**config.mk**
```make
export PLATFORM = sky130hd
export DESIGN_NAME = sad_best_match
export DESIGN_NICKNAME = d
export VERILOG_FILES = /design/src/rtl/sad_pkg.sv /design/src/rtl/sad_min_cmp.sv /design/src/rtl/sad_best_match.sv
export SDC_FILE = /design/constraint.sdc
export NUM_CORES = 1
export LEC_CHECK = 0
export BUFFER_PORTS_ARGS = -buffer_cell sky130_fd_sc_hd__buf_4
export CAP_MARGIN = 20
export CORE_MARGIN = 8
export CORE_UTILIZATION = 35
export DETAILED_ROUTE_END_ITERATION = 8
export GPL_ROUTABILITY_DRIVEN = 0
export PLACE_DENSITY = 0.68
export SETUP_SLACK_MARGIN = 0.15
export SYNTH_ARGS = -nofsm -noshare
export SYNTH_HDL_FRONTEND = slang
export SYNTH_SLANG_ARGS = --single-unit
```
**constraint.sdc**
```tcl
create_clock -name clk -period 6.4 [get_ports clk]
set_input_delay 1.28 -clock clk [delete_from_list [all_inputs] [get_ports clk]]
set_output_delay 1.28 -clock clk [all_outputs]
set_load 0.005 [all_outputs]
```
**src/rtl/sad_pkg.sv**
```systemverilog
// Shared definitions for the SAD best-match tracker: FSM state encodings and SAD value constants.
package sad_pkg;

  typedef enum logic [1:0] {
    ST_IDLE  = 2'd0,
    ST_TRACK = 2'd1,
    ST_DONE  = 2'd2
  } sad_state_t;

  localparam int SAD_DATA_W = 32;
  localparam logic [SAD_DATA_W-1:0] SAD_MAX = {SAD_DATA_W{1'b1}};

endpackage

```
**src/rtl/sad_min_cmp.sv**
```systemverilog
// Running-minimum register: keeps the smallest SAD accepted so far and the index it arrived at.
module sad_min_cmp
  import sad_pkg::*;
#(
  parameter int DATA_W = SAD_DATA_W,
  parameter int CAND_W = 8
) (
  input  logic              clk,
  input  logic              rst_n,
  input  logic              clear,
  input  logic              load,
  input  logic [DATA_W-1:0] sad_in,
  input  logic [CAND_W-1:0] idx_in,
  output logic [DATA_W-1:0] best_sad,
  output logic [CAND_W-1:0] best_idx
);

  logic [DATA_W-1:0] best_sad_q, best_sad_d;
  logic [CAND_W-1:0] best_idx_q, best_idx_d;

  always_comb begin
    best_sad_d = best_sad_q;
    best_idx_d = best_idx_q;
    if (clear) begin
      best_sad_d = {DATA_W{1'b1}};
      best_idx_d = '0;
    end else if (load && (sad_in < best_sad_q)) begin
      // strict compare: on a tie the earlier candidate wins
      best_sad_d = sad_in;
      best_idx_d = idx_in;
    end
  end

  always_ff @(posedge clk) begin
    if (!rst_n) begin
      best_sad_q <= {DATA_W{1'b1}};
      best_idx_q <= '0;
    end else begin
      best_sad_q <= best_sad_d;
      best_idx_q <= best_idx_d;
    end
  end

  assign best_sad = best_sad_q;
  assign best_idx = best_idx_q;

endmodule

```
**src/rtl/sad_best_match.sv**
```systemverilog
// Tracks minimum SAD and its candidate index over a search window, pulsing done when complete.
// Optional threshold-based early termination is enabled by defining SAD_EARLY_EXIT_EN.
module sad_best_match
  import sad_pkg::*;
#(
  parameter int DATA_W = SAD_DATA_W,
  parameter int CAND_W = 8
) (
  input  logic              clk,
  input  logic              Mrst_n,
  input  logic              start,
  input  logic [CAND_W-1:0] num_cand,
  input  logic              sad_valid,
  input  logic [DATA_W-1:0] sad_in,
`ifdef SAD_EARLY_EXIT_EN
  input  logic [DATA_W-1:0] exit_thresh,
  output logic              early_exit,
`endif
  output logic              sad_ready,
  output logic              busy,
  output logic              done,
  output logic [DATA_W-1:0] best_sad,
  output logic [CAND_W-1:0] best_idx,
  output logic [CAND_W-1:0] cand_cnt
);

  sad_state_t        state_q, state_d;
  logic [CAND_W-1:0] num_cand_q, num_cand_d;
  logic [CAND_W-1:0] cand_cnt_q, cand_cnt_d;
  logic              clear;
  logic              accept;
`ifdef SAD_EARLY_EXIT_EN
  logic              early_exit_q, early_exit_d;
`endif

  assign sad_ready = (state_q == ST_TRACK);
  assign busy      = (state_q == ST_TRACK);
  assign done      = (state_q == ST_DONE);
  assign accept    = sad_valid & sad_ready;

  always_comb begin
    state_d    = state_q;
    num_cand_d = num_cand_q;
    cand_cnt_d = cand_cnt_q;
    clear      = 1'b0;
`ifdef SAD_EARLY_EXIT_EN
    early_exit_d = early_exit_q;
`endif
    case (state_q)
      ST_IDLE: begin
        if (start) begin
          num_cand_d = num_cand;
          cand_cnt_d = '0;
          clear      = 1'b1;
`ifdef SAD_EARLY_EXIT_EN
          early_exit_d = 1'b0;
`endif
          state_d    = (num_cand == '0) ? ST_DONE : ST_TRACK;
        end
      end
      ST_TRACK: begin
        if (accept) begin
          cand_cnt_d = cand_cnt_q + CAND_W'(1);
          if (cand_cnt_q == num_cand_q - CAND_W'(1)) begin
            state_d = ST_DONE;
          end
`ifdef SAD_EARLY_EXIT_EN
          if (sad_in <= exit_thresh) begin
            early_exit_d = 1'b1;
            state_d      = ST_DONE;
          end
`endif
        end
      end
      ST_DONE: state_d = ST_IDLE;
      default: state_d = ST_IDLE;
    endcase
  end

  always_ff @(posedge clk) begin
    if (!Mrst_n) begin
      state_q    <= ST_IDLE;
      num_cand_q <= '0;
      cand_cnt_q <= '0;
`ifdef SAD_EARLY_EXIT_EN
      early_exit_q <= 1'b0;
`endif
    end else begin
      state_q    <= state_d;
      num_cand_q <= num_cand_d;
      cand_cnt_q <= cand_cnt_d;
`ifdef SAD_EARLY_EXIT_EN
      early_exit_q <= early_exit_d;
`endif
    end
  end

  sad_min_cmp #(
    .DATA_W (DATA_W),
    .CAND_W (CAND_W)
  ) u_min_cmp (
    .clk      (clk),
    .rst_n    (Mrst_n),
    .clear    (clear),
    .load     (accept),
    .sad_in   (sad_in),
    .idx_in   (cand_cnt_q),
    .best_sad (best_sad),
    .best_idx (best_idx)
  );

  assign cand_cnt = cand_cnt_q;
`ifdef SAD_EARLY_EXIT_EN
  assign early_exit = early_exit_q;
`endif

endmodule

```
==> results.toml, run 1 <==
[setup_path]
cp-start-kind = "input pin"
cp_max_fo = 26
required_ns = 6.65
endpoint_kind = "flop"
worstPathArrival_ns = 4.04
path_class = "in -> reg"

[grt]
grt_pass1_vias = 3210
grt_usage_pct = 14.7
use_met1_pct = 18.7
grt_start_max_net_pins = 41
antenna_found_initial = 0
grt_pass1_wl_um = 15500
grtUsageMet3_pct = 2.80
grt.busiest_layer = "met2"
gr-total-overflow = 0
grt_use_met2_pct = 23.6

[die]
start_util_pct = 36.0
die_h_um = 113
core_um2 = 9240
rows = 35
fp.dieW_um = 113
dieArea_um2 = 12900
top_level_ports = 95

[cells_and_area]
antenna_cells = 0
area_growth_pct = 28.1
fill_cells = 906
final_common_cell = "buf_4"
drive_gt1_share_pct = 24.7
layout_common_cells = "97 x buf_4, 76 x nand3_1, 58 x dfxtp_1"
final_nets = 575

[sta]
finalHoldViolations = 0
tns_ns = 0
worst_pin_slew_ns = 1.01
slew_violations = 0
post-route-min-period_ns = 3.79
max-slew-margin-rel_pct = 32.6
finClkSkew_ns = 0.00324
setup_viol = 0
hold_slack_ns = 0.473
period_share_pct = 59.2
fmax_mhz = 264
rsz0062_at_grt = "no"

[clocking]
cts_max_path_buffers = 2
postCtsHoldBufs = 0
cts_buffers = 9
cts.clk_slew.worst_paths_ns = 0.06
insertion_delay_ns = 0.33
cts_resized = 0
post-cts-setup-buffers = 0
clkSinkCount = 58
h-tree-depth = 3
cts_tree = "done"
root_buffer = "clkbuf_8"

[pwr]
powerDensity_nw_per_um2 = 215
leakagePower_nw = 2.05
ir_worst_vdd_uv = 77.3

[drt]
ant_nets = 0
first_pass_iters = 4
first_iter_violations = 201
drc = 0
vias = 3307
vias_per_cell = 5.23
wl_um = 9620
wl_per_cell_um = 15.2

[logic_synthesis]
ys.warnings.count = 0
syn-cell-area_um2 = 3330
synth_flop_cell = "dfxtp_1"
yosysSeqAreaShare_pct = 34.9
syn_area_per_cell_um2 = 7.98
synth_fp_nets = 494
yosys.cell_types.count = 44
synthArstFlopShare_pct = 0
synth_edf_count = 0
syn_inst = 417
synth-seq-cells = 58

[worst_hold_path]
hold_path.class = "reg -> reg"

[place]
dp_hpwl_um = 7130
io_buffer_count = 94

[outcome]
outcome = "complete, no violations"

[flow_run]
cap_violations = 0
flip-flops by register name, indices dropped and copies added (netlist names):
name,cells
u_min_cmp.best_sad,32
cand_cnt,8
state_q,2
num_cand_q,8
u_min_cmp.best_idx,8
kinds of logic (layout without fill, tap and decap cells):
group / after synthesis / after routing / synth area share, %
buf+inv: 62 / 148 / 8.35
fa+ha+maj: 33 / 33 / 12.4
flops: 58 / 58 / 34.9
compound gates: 96 / 96 / 16.6
xor+xnor: 16 / 16 / 4.21
mux: 1 / 1 / 0.301
simple gates: 151 / 151 / 23.2
synthesized netlist by cell type, types with 2 or more instances:
cell type | instances | area, µm²
nand4_2 | 2 | 25.0
a221oi_1 | 2 | 17.5
inv_1 | 35 | 131
nor2b_1 | 2 | 12.5
ha_1 | 33 | 413
nor4_1 | 4 | 25.0
nor2_1 | 16 | 60.1
clkbuf_1 | 14 | 52.6
nand3_1 | 76 | 380
a21oi_1 | 30 | 150
a2111oi_0 | 2 | 17.5
dfxtp_1 | 58 | 1160
or4_4 | 2 | 22.5
nand2_1 | 30 | 113
clkbuf_2 | 3 | 15.0
xor2_1 | 10 | 87.6
buf_1 | 4 | 15.0
o21ai_0 | 48 | 240
nand3b_1 | 2 | 15.0
buf_6 | 5 | 56.3
and4_1 | 3 | 26.3
nand4_1 | 6 | 37.5
a31oi_1 | 3 | 18.8
nor3_1 | 2 | 10.0
xnor2_1 | 6 | 52.6
final timing paths:
check	from	to	slack [ns]	cells after the start
setup / recovery	sad_in[31]	u_min_cmp.best_idx[6]	2.61	9
hold / removal	num_cand_q[7]	num_cand_q[7]	0.47	2
hold reg to reg	num_cand_q[7]	num_cand_q[7]	0.47	2
setup reg to reg	u_min_cmp.best_sad[31]	u_min_cmp.best_idx[6]	3.26	9
routing by layer:
layer	up-vias	routed length, µm	share of wire, %
li1	1643	-	-
met1	1546	4390	46
met2	105	4550	47
met3	13	519	5.4
met4	0	157	1.6
met5	-	0	0
area by class of cell:
class                   count  area, µm²  share of cell area [%]
multi-input cells         297       1900                    44.5
flip-flops and latches     58       1160                    27.2
repair buffers             97        728                    17.1
clock buffers              14        173                    4.05
well taps                 129        161                    3.79
inverters                  35        131                    3.08
clock inverters             2       10.0                   0.235
metrics by stage:
step | utilization, % | worst slack, ns | cells | total power [W] | cell area [µm²]
2_1_floorplan | - | 3.01 | 417 | 0.000531 | 3330
4_1_cts | 46.1 | 2.64 | 632 | 0.000925 | 4260
6_report | 46.1 | 2.61 | 632 | 0.000915 | 4260
5_1_grt | 46.1 | 2.46 | 632 | 0.000966 | 4260
3_5_place_dp | 44.1 | 2.30 | 616 | 0.000610 | 4080
3_3_place_gp | 44.1 | 2.35 | 616 | 0.000603 | 4080
critical path, stage by stage:
cell and delay (ns):
buf_4 0.12, ha_1 0.31, nand4_2 0.15, or4_4 0.59, or4_4 0.44, o2111ai_2 0.49, buf_4 0.37, o21ai_0 0.13
a21oi_1 0.16
report_power, final:
| group | internal (W) | leakage [nW] | switching (W) |
|---|---|---|---|
| Sequential | 0.000381 | 0.472 | 0.0000197 |
| Combinational | 0.0000921 | 1.48 | 0.000109 |
| Clock | 0.000171 | 0.0965 | 0.000142 |
(Power assumes the default switching activity.)
==> run 2, diff against run 1 <==
--- a/config.mk
+++ b/config.mk
@@ -11,7 +11,7 @@
 export CORE_UTILIZATION = 35
 export DETAILED_ROUTE_END_ITERATION = 8
 export GPL_ROUTABILITY_DRIVEN = 0
-export PLACE_DENSITY = 0.68
+export PLACE_DENSITY = 0.7
 export SETUP_SLACK_MARGIN = 0.15
 export SYNTH_ARGS = -nofsm -noshare
 export SYNTH_HDL_FRONTEND = slang
==> constraint.sdc (replaced) <==
create_clock -name clk -period 3.2 [get_ports clk]
set_input_delay 0.64 -clock clk [delete_from_list [all_inputs] [get_ports clk]]
set_output_delay 0.64 -clock clk [all_outputs]
set_load 0.005 [all_outputs]
==> results.toml, run 2 (synthesized netlist as in run 1, its figures left out) <==
[pwr]
leakagePower_nw = 2.07
powerDensity_nw_per_um2 = 429
ir_worst_vdd_uv = 179
p_total_w = 0.00184

[drt]
first_pass_iters = 5
wl_per_cell_um = 15.2
wl_um = 9680
vias_per_cell = 5.23
drc = 0
ant_nets = 0
first_iter_violations = 211
vias = 3328

[sta]
hold_slack_ns = 0.477
setup_viol = 0
period_share_pct = 91.5
fmax_mhz = 342
fin_ws_ns = 0.273
finClkSkew_ns = 0.00835
max-slew-margin-rel_pct = 30.9
rsz0062_at_grt = "yes"
slew_violations = 0
finalHoldViolations = 0
worst_pin_slew_ns = 1.03
post-route-min-period_ns = 2.93
tns_ns = 0

[grt]
grt_pass1_vias = 3210
grt_start_max_net_pins = 41
grt_usage_pct = 15.1
gr-total-overflow = 0
grt_pass1_wl_um = 15900
antenna_found_initial = 0

[die]
fp.dieW_um = 113
die_h_um = 113
core_um2 = 9240
rows = 35
dieArea_um2 = 12900
top_level_ports = 95
start_util_pct = 36.0

[cells_and_area]
regArea_um2 = 1160
area_growth_pct = 29.0
multi_input_area_um2 = 1900
fill_cells = 887
drive_gt1_share_pct = 25.2
final_util_pct = 46.4
final_common_cell = "buf_4"
final_nets = 579
antenna_cells = 0
largest_register_ffs = 32
layout_common_cells = "101 x buf_4, 76 x nand3_1, 58 x dfxtp_1"

[outcome]
outcome = "complete, no violations"

[clocking]
cts_tree = "done"
cts_max_path_buffers = 2
insertion_delay_ns = 0.34
postCtsHoldBufs = 0
cts_resized = 0
post-cts-setup-buffers = 0
root_buffer = "clkbuf_8"
clkSinkCount = 58
cts.clk_slew.worst_paths_ns = 0.06
cts_buffers = 9
h-tree-depth = 3

[worst_hold_path]
min_from = "u_min_cmp.best_idx[5]"
hold_path.class = "reg -> reg"

[setup_path]
path_class = "reg -> reg"
cp_slowest_stage_delay_ns = 0.59
crit_start = "u_min_cmp.best_sad[31]"
cp_max_fo = 40
crit_family = "simple AND/OR/NAND/NOR gates"
required_ns = 3.40
cp-start-kind = "flop"
cp_slowest_cell = "or4_4"
crit_chain = "inv_1, ha_1, nand4_2, or4_4, or4_4, o2111a_2, nand3_1, nand3_1"
worstPathArrival_ns = 3.13
timing.rr.start = "u_min_cmp.best_sad[31]"
endpoint_kind = "flop"
path_buf_inv = 1

[place]
dp_hpwl_um = 7270
io_buffer_count = 94
pre_cts_slack_ns = -0.0660

[flow_run]
cap_violations = 0
-- run 2: metrics by stage --
step	cells	area [µm²]
final	636	4290
after floorplan	417	3330
after global routing	636	4290
after CTS	636	4290
after global placement	620	4110
after detailed placement	620	4110
-- run 2: metal layers --
layer,wire length (µm),global-route usage (%),part of all wire (%),up-vias
met2,4440,23.1,46,115
met1,4400,19.1,45,1553
met4,218,7.10,2.3,0
li1,-,-,-,1644
met5,0,0,0,-
met3,616,4.17,6.4,16
-- run 2: final cells by class --
| cell class | instances | share of cell area [%] |
|---|---|---|
| multi-input combinational | 297 | 44.2 |
| sequential | 58 | 27.1 |
| timing repair buffer | 101 | 17.7 |
| clock buffer | 14 | 4.02 |
| tap | 129 | 3.76 |
| inverter | 35 | 3.06 |
| clock inverter | 2 | 0.233 |
-- run 2: where the power goes --
group          internal, W  switching (W)
Clock             0.000343       0.000292
Combinational     0.000187       0.000220
Sequential        0.000762      0.0000385
-- run 2: path summary, 6_finish.rpt --
kind / endpoint / slack (ns) / cells after the start
setup / recovery: u_min_cmp.best_sad[19] / 0.27 / 8
hold / removal: u_min_cmp.best_idx[5] / 0.48 / 2
setup reg to reg: u_min_cmp.best_sad[19] / 0.27 / 8
hold reg to reg: u_min_cmp.best_idx[5] / 0.48 / 2
-- run 2: worst register-to-register path, delay by kind of cell (launching register included) --
kind	cells	cell delay [ns]
buffers and inverters	1	0.06
DFF	1	0.39
AOI/OAI and AO/OA	1	0.55
adders and majority gates	1	0.31
and+or+nand+nor	5	1.49
